===== config.mk =====
export PLATFORM = sky130hd
export DESIGN_NAME = freq_gen
export DESIGN_NICKNAME = d
export VERILOG_FILES = /design/src/rtl/freq_gen_pkg.sv /design/src/rtl/freq_gen_acc.sv /design/src/rtl/freq_gen.sv
export SDC_FILE = /design/constraint.sdc
export NUM_CORES = 1
export LEC_CHECK = 0
export CAP_MARGIN = 20
export CORE_ASPECT_RATIO = 0.6
export CORE_MARGIN = 1.5
export CORE_UTILIZATION = 45
export DETAILED_ROUTE_END_ITERATION = 8
export HOLD_SLACK_MARGIN = 0.05
export PLACE_DENSITY_LB_ADDON = 0.1
export SLEW_MARGIN = 0
export SYNTH_ARGS = -nofsm -noshare
export SYNTH_HDL_FRONTEND = slang
export SYNTH_SLANG_ARGS = --single-unit
export TNS_END_PERCENT = 10

===== constraint.sdc =====
create_clock -name clk -period 6.34 [get_ports clk]
set_clock_uncertainty 0.1 [all_clocks]
set_input_delay 0.634 -clock clk [delete_from_list [all_inputs] [get_ports clk]]
set_output_delay 0.634 -clock clk [all_outputs]
set_load 0.01 [all_outputs]

===== src/rtl/freq_gen_pkg.sv =====
// Shared types and sizing helpers for the fractional-accumulator square-wave generator.
package freq_gen_pkg;

  localparam int unsigned HZ_W       = 28;
  localparam int unsigned CLK_HZ_DEF = 50_000_000;
  localparam int unsigned HZ_MAX     = CLK_HZ_DEF / 2;

  typedef enum logic [1:0] {StIdle, StRun, StStop} state_e;

  // Holds acc + 2*hz, which stays below 2*clk_hz.
  function automatic int unsigned acc_width(input int unsigned clk_hz);
    return $clog2(2 * clk_hz) + 1;
  endfunction

endpackage


===== src/rtl/freq_gen_acc.sv =====
// Phase accumulator: adds step each clock while run is high and flags a wrap past CLK_HZ.
module freq_gen_acc #(
  parameter int unsigned CLK_HZ = 50_000_000,
  parameter int unsigned ACC_W  = 28
) (
  input  logic             clk,
  input  logic             rst_a_n,
  input  logic             run,
  input  logic [ACC_W-1:0] step,
  output logic             toggle_pulse
);

  localparam logic [ACC_W-1:0] CLK_LIM = ACC_W'(CLK_HZ);

  logic [ACC_W-1:0] acc_q, acc_d, sum;

  always_comb begin
    sum          = acc_q + step;
    toggle_pulse = run && (sum >= CLK_LIM);
    acc_d        = '0;
    if (run) begin
      acc_d = toggle_pulse ? (sum - CLK_LIM) : sum;
    end
  end

  always_ff @(posedge clk or negedge rst_a_n) begin
    if (!rst_a_n) begin
      acc_q <= '0;
    end else begin
      acc_q <= acc_d;
    end
  end

endmodule


===== src/rtl/freq_gen.sv =====
// Programmable 50% duty square-wave generator with phase-coherent retuning.
// Define FREQ_GEN_CLAMP_EN to clamp out-of-range loads instead of rejecting them.
module freq_gen
  import freq_gen_pkg::*;
#(
  parameter int unsigned CLK_HZ = 50_000_000
) (
  input  logic            clk,
  input  logic            rst_a_n,
  input  logic            en,
  input  logic            load,
  input  logic [HZ_W-1:0] hz_in,
  output logic            busy,
  output logic            err,
  output logic [HZ_W-1:0] hz_act,
  output logic            wave_out
);

  localparam int unsigned     ACC_W  = acc_width(CLK_HZ);
  localparam logic [HZ_W-1:0] HZ_LIM = HZ_W'(CLK_HZ / 2);

  state_e          state_q, state_d;
  logic            wave_q, wave_d;
  logic            busy_q, busy_d;
  logic            err_q, err_d;
  logic [HZ_W-1:0] hz_q, hz_d;
  logic [HZ_W-1:0] pend_q, pend_d;
  logic            apply;
  logic            toggle;
  logic            in_range;
  logic [ACC_W-1:0] step;

  assign step     = ACC_W'({hz_q, 1'b0});
  assign in_range = (hz_in <= HZ_LIM);

  freq_gen_acc #(
    .CLK_HZ (CLK_HZ),
    .ACC_W  (ACC_W)
  ) u_acc (
    .clk          (clk),
    .rst_a_n      (rst_a_n),
    .run          (state_q != StIdle),
    .step         (step),
    .toggle_pulse (toggle)
  );

  always_comb begin
    state_d = state_q;
    wave_d  = wave_q;
    busy_d  = busy_q;
    err_d   = err_q;
    hz_d    = hz_q;
    pend_d  = pend_q;
    apply   = 1'b0;

    unique case (state_q)
      StIdle: begin
        wave_d = 1'b0;
        apply  = busy_q;
        if (en && (hz_q != '0)) begin
          state_d = StRun;
          wave_d  = 1'b1;
        end
      end
      StRun, StStop: begin
        state_d = en ? StRun : StStop;
        if (toggle) begin
          if (wave_q) begin
            wave_d = 1'b0;
            if (!en) state_d = StIdle;
          end else begin
            // Rising toggle: retune point; suppressed when stopping or retuning to 0 Hz.
            apply = busy_q;
            if (!en || (busy_q && (pend_q == '0))) begin
              state_d = StIdle;
            end else begin
              wave_d = 1'b1;
            end
          end
        end
      end
      default: begin
        state_d = StIdle;
        wave_d  = 1'b0;
      end
    endcase

    if (apply) begin
      hz_d   = pend_q;
      busy_d = 1'b0;
    end

    // A load on an apply edge becomes the next pending value.
    if (load) begin
      err_d = !in_range;
`ifdef FREQ_GEN_CLAMP_EN
      pend_d = in_range ? hz_in : HZ_LIM;
      busy_d = 1'b1;
`else
      if (in_range) begin
        pend_d = hz_in;
        busy_d = 1'b1;
      end
`endif
    end
  end

  always_ff @(posedge clk or negedge rst_a_n) begin
    if (!rst_a_n) begin
      state_q <= StIdle;
      wave_q  <= 1'b0;
      busy_q  <= 1'b0;
      err_q   <= 1'b0;
      hz_q    <= '0;
      pend_q  <= '0;
    end else begin
      state_q <= state_d;
      wave_q  <= wave_d;
      busy_q  <= busy_d;
      err_q   <= err_d;
      hz_q    <= hz_d;
      pend_q  <= pend_d;
    end
  end

  assign busy     = busy_q;
  assign err      = err_q;
  assign hz_act   = hz_q;
  assign wave_out = wave_q;

endmodule


# ---- Yosys cells after proc, flatten, opt, wreduce, memory -nomap -nowiden
# Index checks and enable logic that the tools add are counted.
# Widths: inputs -> output; s select.
dict set report word_totals {
  input_bits 32
  regBits 89
}
dict set report classes {
  magnitude_cmp 2
  reduce_logical 12
  add_sub_neg 2
  eq_ne 4
  muxes 20
}
# cell count
set ops {}
lappend ops {{$mux 28} 2}
lappend ops {{$add 28x28->28} 1}
lappend ops {{$ge 28x26->1 const B} 1}
lappend ops {{$le 28x25->1 const B} 1}
lappend ops {{$logic_not 28->1} 1}
lappend ops {{$reduce_bool 28->1} 1}
lappend ops {{$sub 28x26->28 const B} 1}
lappend ops {{$mux 2} 6}
lappend ops {{$mux 1} 9}
lappend ops {{$ne 2x2->1 const B} 2}
lappend ops {{$pmux 1 s2} 2}
lappend ops {{$pmux 2 s2} 1}
lappend ops {{$logic_and 1x1->1} 3}
lappend ops {{$eq 2x1->1 const B} 1}
lappend ops {{$eq 2x2->1 const B} 1}
lappend ops {{$logic_not 1->1} 2}
lappend ops {{$logic_not 2->1} 1}
lappend ops {{$reduce_and 2->1} 1}
lappend ops {{$reduce_bool 2->1} 1}
lappend ops {{$reduce_or 2->1} 1}
lappend ops {{$logic_or 1x1->1} 1}

# ---- Depth between registers and ports, before layout
# Gate-level depths: netlist (run 1).
dict set report logic_depth {
  ltp_word 8
  depth_mapped 13
  mapped_depth_nobuf 13
}

# ---- By module
# A second synthesis (run 1) with hierarchy kept.
dict set report hier_totals {
  cells_unflattened 575
  hier_area_um2 5672.9
}
# module area_per_inst_um2 n_inst cells_per_inst
set by_module_without_submodules {}
lappend by_module_without_submodules {freq_gen_acc 3042.9 1 384}
lappend by_module_without_submodules {freq_gen 2630.0 1 191}

# ---- Least setup slack after synthesis (run 1)
# OpenSTA, ideal clock, no wires.
dict set report synth_path {
  path_type {reg2reg}
  start {register hz_q[0], in the netlist hz_act[0]}
  end {register hz_q[0], in the netlist hz_act[0]}
  path_buffers 1
  stages_incl_launch_ff 14
  synth_period_minus_slack_ns 4.131
  required_ns 6.115
  setup_time_ns 0.125
  arrival_time_ns 3.907
  setup_slack_ns 2.209
  path_cell_list {dfrtp_1 -> ha_1 -> fa_1 -> a21o_1 -> a221oi_4 -> nor2_1 -> o311ai_2 -> and3_1 -> a211oi_1 -> o31a_1 -> a211o_1 -> a32oi_4 -> buf_6 -> mux2_2}
}
dict set report synth_between {
  elab_chain_len 5
}
# item line
set synth_rtl {}
lappend synth_rtl {{start: declaration} freq_gen.sv:26} ;# logic [HZ_W-1:0] hz_q, hz_d;
lappend synth_rtl {{start signal: assignment} freq_gen.sv:121} ;# hz_q <= hz_d;
lappend synth_rtl {{$add 28x28->28} freq_gen_acc.sv:18} ;# sum = acc_q + step;
lappend synth_rtl {{$ge 28x26->1} freq_gen_acc.sv:19} ;# toggle_pulse = run && (sum >= CLK_LIM);
lappend synth_rtl {{$logic_and 1x1->1} freq_gen_acc.sv:19}
lappend synth_rtl {{$mux 1} freq_gen.sv:67} ;# if (toggle) begin
lappend synth_rtl {{$pmux 1 s2} freq_gen.sv:56} ;# unique case (state_q)
# No other way between the ends.
# A chain may end at the register's enable or synchronous reset.

# ---- Worst setup path in the final report (run 1)
# Ends and elaborated chain as after synthesis.

==> results.sh, run 1 <==
export IMPL_switching_power_w=0.00182
export IMPL_r2r_start="hz_act[0]"
export IMPL_first_pass_iters=4
export IMPL_cts_buffers_inserted=9
export IMPL_p_comb_frac=0.618
export IMPL_globalplace_congestion=0.876
export IMPL_critPathCaptureType="register"
export IMPL_dieArea_um2=13600
export IMPL_antenna_found_initial=0
export IMPL_synth_nets=662
export IMPL_final_fill_count=1100
export IMPL_h_tree_depth=3
export IMPL_intPower_w=0.00201
export IMPL_grt_pass1_wl_mm=26.7
export IMPL_period_minus_slack_ns=5.54
export IMPL_hp_class="in2async"
export IMPL_synth_top_cells_by_area="dfrtp_1 38%, mux2_2 11%, ha_1 6.3%"
export IMPL_synth_area_per_cell_um2=9.64
export IMPL_finalCritPeriodShare=0.874
export IMPL_place_area_um2=6540
export IMPL_seqPwrFrac=0.243
export IMPL_leakagePower_nw=2.93
export IMPL_fmax_mhz=180
export IMPL_clock_tree_buffer_depth=2
export IMPL_cts_setup_buffers=0
export IMPL_critPathKind="reg2reg"
export IMPL_ant_nets=0
export IMPL_yosysUniqueCellTypes=70
export IMPL_die_w_um=149
export IMPL_stdcell_area_um2=6830
export IMPL_cts_tree="yes"
export IMPL_synth_area_um2=5790
export IMPL_insertion_delay_ns=0.34
export IMPL_viasPerCell=6.11
export IMPL_synthArstFlopShare=1.00
export IMPL_synth_edf_count=0
export IMPL_rrSetupSlack_ns=0.80
export IMPL_grtUsageTotal=0.256
export IMPL_dieHeight_um=90.8
export IMPL_vias=5048
export IMPL_pre_cts_slack_ns=0.962
export IMPL_ir_drop_mv=0.327
export IMPL_switching_share=0.476
export IMPL_final_nets=718
export IMPL_maxCapViolations=0
export IMPL_grt_pass1_vias=4764
export IMPL_reg2regPathDepth=12
export IMPL_wirelength_mm=16.7
export IMPL_io_buffers=62
export IMPL_coreArea_um2=12300
export IMPL_ys_ff_latch=88
export IMPL_cts_sinks=88
export IMPL_drc=0
export IMPL_clock_power_share=0.139
export IMPL_synth_top_flop_cell="dfrtp_1"
export IMPL_cp_arrival_ns=5.67
export IMPL_worstSetupStartpointType="register"
export IMPL_area_growth_pct=18.1
export IMPL_final_setup_worst_slack_ns=0.797
export IMPL_setup_violations=0
export IMPL_slew_violations=0
export IMPL_tightest_slew_ns=1.08
export IMPL_start_util=0.471
export IMPL_yosysTopAreaCellShare=0.381
export IMPL_rows=31
export IMPL_cp_max_fo=28
export IMPL_netlist_instances=600
export IMPL_yosysTopAreaCell="dfrtp_1"
export IMPL_drt_iter0_markers=370
export IMPL_tns_ns=0
export IMPL_crit_required_ns=6.47
export IMPL_r2r_end="hz_act[0]"
export IMPL_drive_gt1_frac=0.135
export IMPL_ctsHoldBuffers=0
export IMPL_grt_max_degree=58
export IMPL_wl_per_cell_um=20.2
export IMPL_p_per_area_nw_per_um2=560
export IMPL_slew_headroom=0.282
export IMPL_seq_area_frac_synth=0.381
export IMPL_grt_ovfl_total=0
export IMPL_hold_viol=0
export IMPL_clk_pin_slew_ns=0.07
export IMPL_cts_resized=0
export IMPL_status="finished, final reports clean"
export IMPL_hpwl_mm=12.9
export IMPL_rsz0062_at_grt="false"
export IMPL_synth_warnings=0
export IMPL_io_pins=63
export IMPL_power_total_w=0.00382
export IMPL_diodes=0
export IMPL_cts_root_buf="clkbuf_16"
==> placed cells by master (no fill, tap or decap), types with 18 or more instances in the layout <==
cell / netlist / routed
a21oi_1: 46 / 45
clkdlybuf4s50_1: 0 / 61
dfrtp_1: 88 / 88
ha_1: 29 / 29
mux2_2: 55 / 55
nand2_1: 34 / 34
nor2_1: 39 / 39
nor3_1: 18 / 18
nor4_1: 18 / 18
o21ai_0: 32 / 32
==> through the flow <==
| step | hold WS, ns | utilization | cells |
|---|---|---|---|
| 2_1_floorplan | 0.238 | - | 600 |
| 3_3_place_gp | 0.376 | 0.532 | 810 |
| 3_5_place_dp | 0.380 | 0.532 | 810 |
| 4_1_cts | 0.129 | 0.556 | 826 |
| 5_1_grt | 0.142 | 0.556 | 826 |
| 6_report | 0.122 | 0.556 | 826 |
==> how the worst max path moves through the flow <==
stage,to,startpoint,slack (ns),depth (start not counted)
after floorplan,hz_act[0],hz_act[0],2.21,13
after CTS,hz_act[0],hz_act[0],0.88,12
after global placement,hz_act[7],hz_act[0],1.14,12
final,hz_act[0],hz_act[0],0.80,12
after global routing,hz_act[22],hz_act[12],0.50,11
after detailed placement,hz_act[12],hz_act[0],0.96,12
==> sequential cells by signal, summed over array words and instances, names as in the netlist <==
name / count
err: 1
wave_out: 1
busy: 1
u_acc.acc_q: 27
state_q: 2
pend_q: 28
hz_act: 28
==> power groups by stage <==
stage                     combinational [W]  sequential, W  clock [W]
after detailed placement            0.00230       0.000940          0
after global placement              0.00227       0.000933          0
after floorplan                     0.00163       0.000909          0
after global routing                0.00259       0.000951   0.000570
final                               0.00236       0.000928   0.000532
after CTS                           0.00232       0.000931   0.000545
==> layer usage <==
layer,wire (um),vias up,track usage
met5,0,-,0
met4,203,0,0.0512
met3,944,20,0.0520
met2,7140,149,0.371
met1,8430,2486,0.391
li1,-,2393,-
==> cell usage after synthesis, drive strengths merged (4+ instances only) <==
library cell and number:
a21o 14, inv 14, xor2 4, o211ai 6, and4 7, nand3 14, nand4 14, nor3b 4
a21oi 46, xnor2 9, nor4 18, o21ai 34, nor3 18, nand2b 4, a21boi 5, a31o 4
buf 9, a211oi 10, nand2 34, nor2 39, and3 11, dfrtp 88, clkbuf 12, o21a 6
o21bai 4, a31oi 5, or3 12, mux2 56, nor2b 16, and2 9, ha 29
==> cells by family after synthesis <==
group	count (synthesis)	synth area share
AND/OR/NAND/NOR	213	0.201
AO/OA/AOI/OAI	163	0.192
flip-flops	88	0.381
multiplexers	58	0.112
buffers and inverters	35	0.0272
adder cells (fa/ha/maj)	30	0.0662
XOR/XNOR	13	0.0210
==> critical path, stage by stage (launching register included) <==
cell      delay [ns]
dfrtp_1         0.43
ha_1            0.25
fa_1            0.42
a21o_1          0.25
a221oi_4        0.53
nor2_1          0.12
o311ai_2        0.52
and3_1          0.28
a211oi_1        0.14
o31a_1          0.41
a211o_1         0.57
a32oi_4         0.94
mux2_2          0.43
==> area by class of cell <==
| class | instances | area (um2) | share of cell area |
|---|---|---|---|
| Sequential cell | 88 | 2200 | 0.322 |
| Timing Repair Buffer | 66 | 648 | 0.0949 |
| Clock buffer | 10 | 239 | 0.0350 |
| Tap cell | 165 | 206 | 0.0302 |
| Inverter | 14 | 52.6 | 0.00769 |
| Clock inverter | 6 | 55.1 | 0.00806 |
| Multi-Input combinational cell | 477 | 3430 | 0.502 |
Power figures use the tool's default switching activity.
==> inputs of run 2 (changes only) <==
CELL_PAD_IN_SITES_DETAIL_PLACEMENT = 2   (was unset)
CELL_PAD_IN_SITES_GLOBAL_PLACEMENT = 2   (was unset)
CORE_UTILIZATION = 39   (was 45)
CTS_CLUSTER_DIAMETER = 200   (was unset)
==> run 2 against run 1 <==
Net effect: count of clock-buffer cells in the layout stayed put; fmax is 0.61% lower; critical path depth is 1 higher; first-iteration DRC count is 12% lower; critical path type unchanged.
==> results.sh, run 2 (same netlist as run 1, synthesis figures left out) <==
export IMPL_grtUsageTotal=0.291
export IMPL_crit_required_ns=6.47
export IMPL_final_nets=719
export IMPL_tns_ns=0
export IMPL_worstSetupStartpointType="register"
export IMPL_cp_max_fo=28
export IMPL_io_buffers=62
export IMPL_ctsHoldBuffers=0
export IMPL_stdcell_area_um2=6900
export IMPL_tightest_slew_ns=1.16
export IMPL_grt_pass1_vias=5855
export IMPL_maxCapViolations=0
export IMPL_rows=34
export IMPL_r2r_end="hz_act[6]"
export IMPL_fmax_mhz=179
export IMPL_dieArea_um2=15600
export IMPL_dieHeight_um=97.3
export IMPL_finalCritPeriodShare=0.880
export IMPL_hold_viol=0
export IMPL_hpwl_mm=16.6
export IMPL_cts_root_buf="clkbuf_16"
export IMPL_io_pins=63
export IMPL_drc=0
export IMPL_antenna_found_initial=0
export IMPL_p_per_area_nw_per_um2=592
export IMPL_slew_violations=0
export IMPL_status="finished, final reports clean"
export IMPL_first_pass_iters=4
export IMPL_ant_nets=0
export IMPL_power_total_w=0.00409
export IMPL_vias=5241
export IMPL_drt_iter0_markers=327
export IMPL_wirelength_mm=21.5
export IMPL_critPathKind="reg2reg"
export IMPL_ir_drop_mv=0.229
export IMPL_multiInputGateArea_um2=3430
export IMPL_coreArea_um2=14500
export IMPL_grt_ovfl_total=0
export IMPL_clk_pin_slew_ns=0.07
export IMPL_cts_resized=0
export IMPL_place_area_um2=6600
export IMPL_globalplace_congestion=0.862
export IMPL_die_w_um=160
export IMPL_diodes=0
export IMPL_grt_max_degree=65
export IMPL_cts_buffers_inserted=9
export IMPL_rrSetupSlack_ns=0.76
export IMPL_r2r_start="hz_act[0]"
export IMPL_layout_commonest_cell="dfrtp_1"
export IMPL_ff_latch_area_um2=2200
export IMPL_start_util=0.399
export IMPL_area_growth_pct=19.3
export IMPL_grt_pass1_wl_mm=34.5
export IMPL_h_tree_depth=3
export IMPL_insertion_delay_ns=0.35
export IMPL_leakagePower_nw=2.94
export IMPL_cts_setup_buffers=0
export IMPL_rsz0062_at_grt="false"
export IMPL_drive_gt1_frac=0.136
export IMPL_period_minus_slack_ns=5.58
export IMPL_setup_violations=0
export IMPL_cts_sinks=88
export IMPL_final_cell_mix="88 x dfrtp_1, 61 x clkdlybuf4s50_1, 55 x mux2_2"
export IMPL_wl_per_cell_um=25.0
export IMPL_viasPerCell=6.09
export IMPL_slew_headroom=0.227
export IMPL_hp_class="in2async"
export IMPL_clock_tree_buffer_depth=2
export IMPL_cp_arrival_ns=5.70
export IMPL_cts_tree="yes"
export IMPL_final_fill_count=1537
export IMPL_reg2regPathDepth=13
export IMPL_crit_start="hz_act[0]"
export IMPL_critPathCaptureType="register"
[run 2: cell count changes in the layout (fill, tap and decap cells not counted), sizes merged]
cell / change
clkinv: +2
buf: +1
bufinv: +1
inv: -3
[run 2: power breakdown]
part | switching, W | leakage, nW | total, W | internal, W
sequential | 0.000198 | 1.11 | 0.000950 | 0.000753
combinational | 0.00158 | 1.68 | 0.00258 | 0.000993
clock | 0.000247 | 0.150 | 0.000560 | 0.000313
[run 2: per-layer routing]
layer	vias to the layer above	track usage	share of wire
li1	2380	-	-
met1	2722	0.411	0.48
met2	112	0.473	0.46
met3	27	0.0410	0.037
met4	0	0.0661	0.016
met5	-	0	0
[run 2: per-stage QoR]
stage | hold WS, ns | util | worst slack [ns] | instances
3_5_place_dp | 0.424 | 0.455 | 0.993 | 844
5_1_grt | 0.0948 | 0.476 | 0.539 | 860
2_1_floorplan | 0.238 | - | 2.21 | 600
3_3_place_gp | 0.376 | 0.454 | 1.31 | 843
6_report | 0.0807 | 0.476 | 0.763 | 860
4_1_cts | 0.0836 | 0.476 | 0.914 | 860
[run 2: critical path, stage by stage (launching register included)]
cell,delay (ns)
dfrtp_1,0.42
ha_1,0.25
fa_1,0.42
a21o_1,0.25
a221o_1,0.37
a21oi_1,0.45
a21oi_1,0.21
o31ai_1,0.30
xor2_1,0.51
nor4_1,0.24
a211o_1,0.34
buf_4,0.22
a32oi_4,0.91
mux2_2,0.44
[run 2: layout make-up]
type                    count  share of cell area
multi-input cells         477               0.498
clock buffers              10              0.0332
well taps                 198              0.0359
inverters                  14             0.00761
flip-flops and latches     88               0.319
clock inverters             6              0.0111
repair buffers             67              0.0955
[run 2: how the worst max path moves through the flow]
stage	end	slack, ns	cells past startpoint
2_1_floorplan	hz_act[0]	2.21	13
3_3_place_gp	hz_act[7]	1.31	13
3_5_place_dp	hz_act[6]	0.99	13
4_1_cts	hz_act[6]	0.91	13
5_1_grt	hz_act[6]	0.54	13
6_report	hz_act[6]	0.76	13
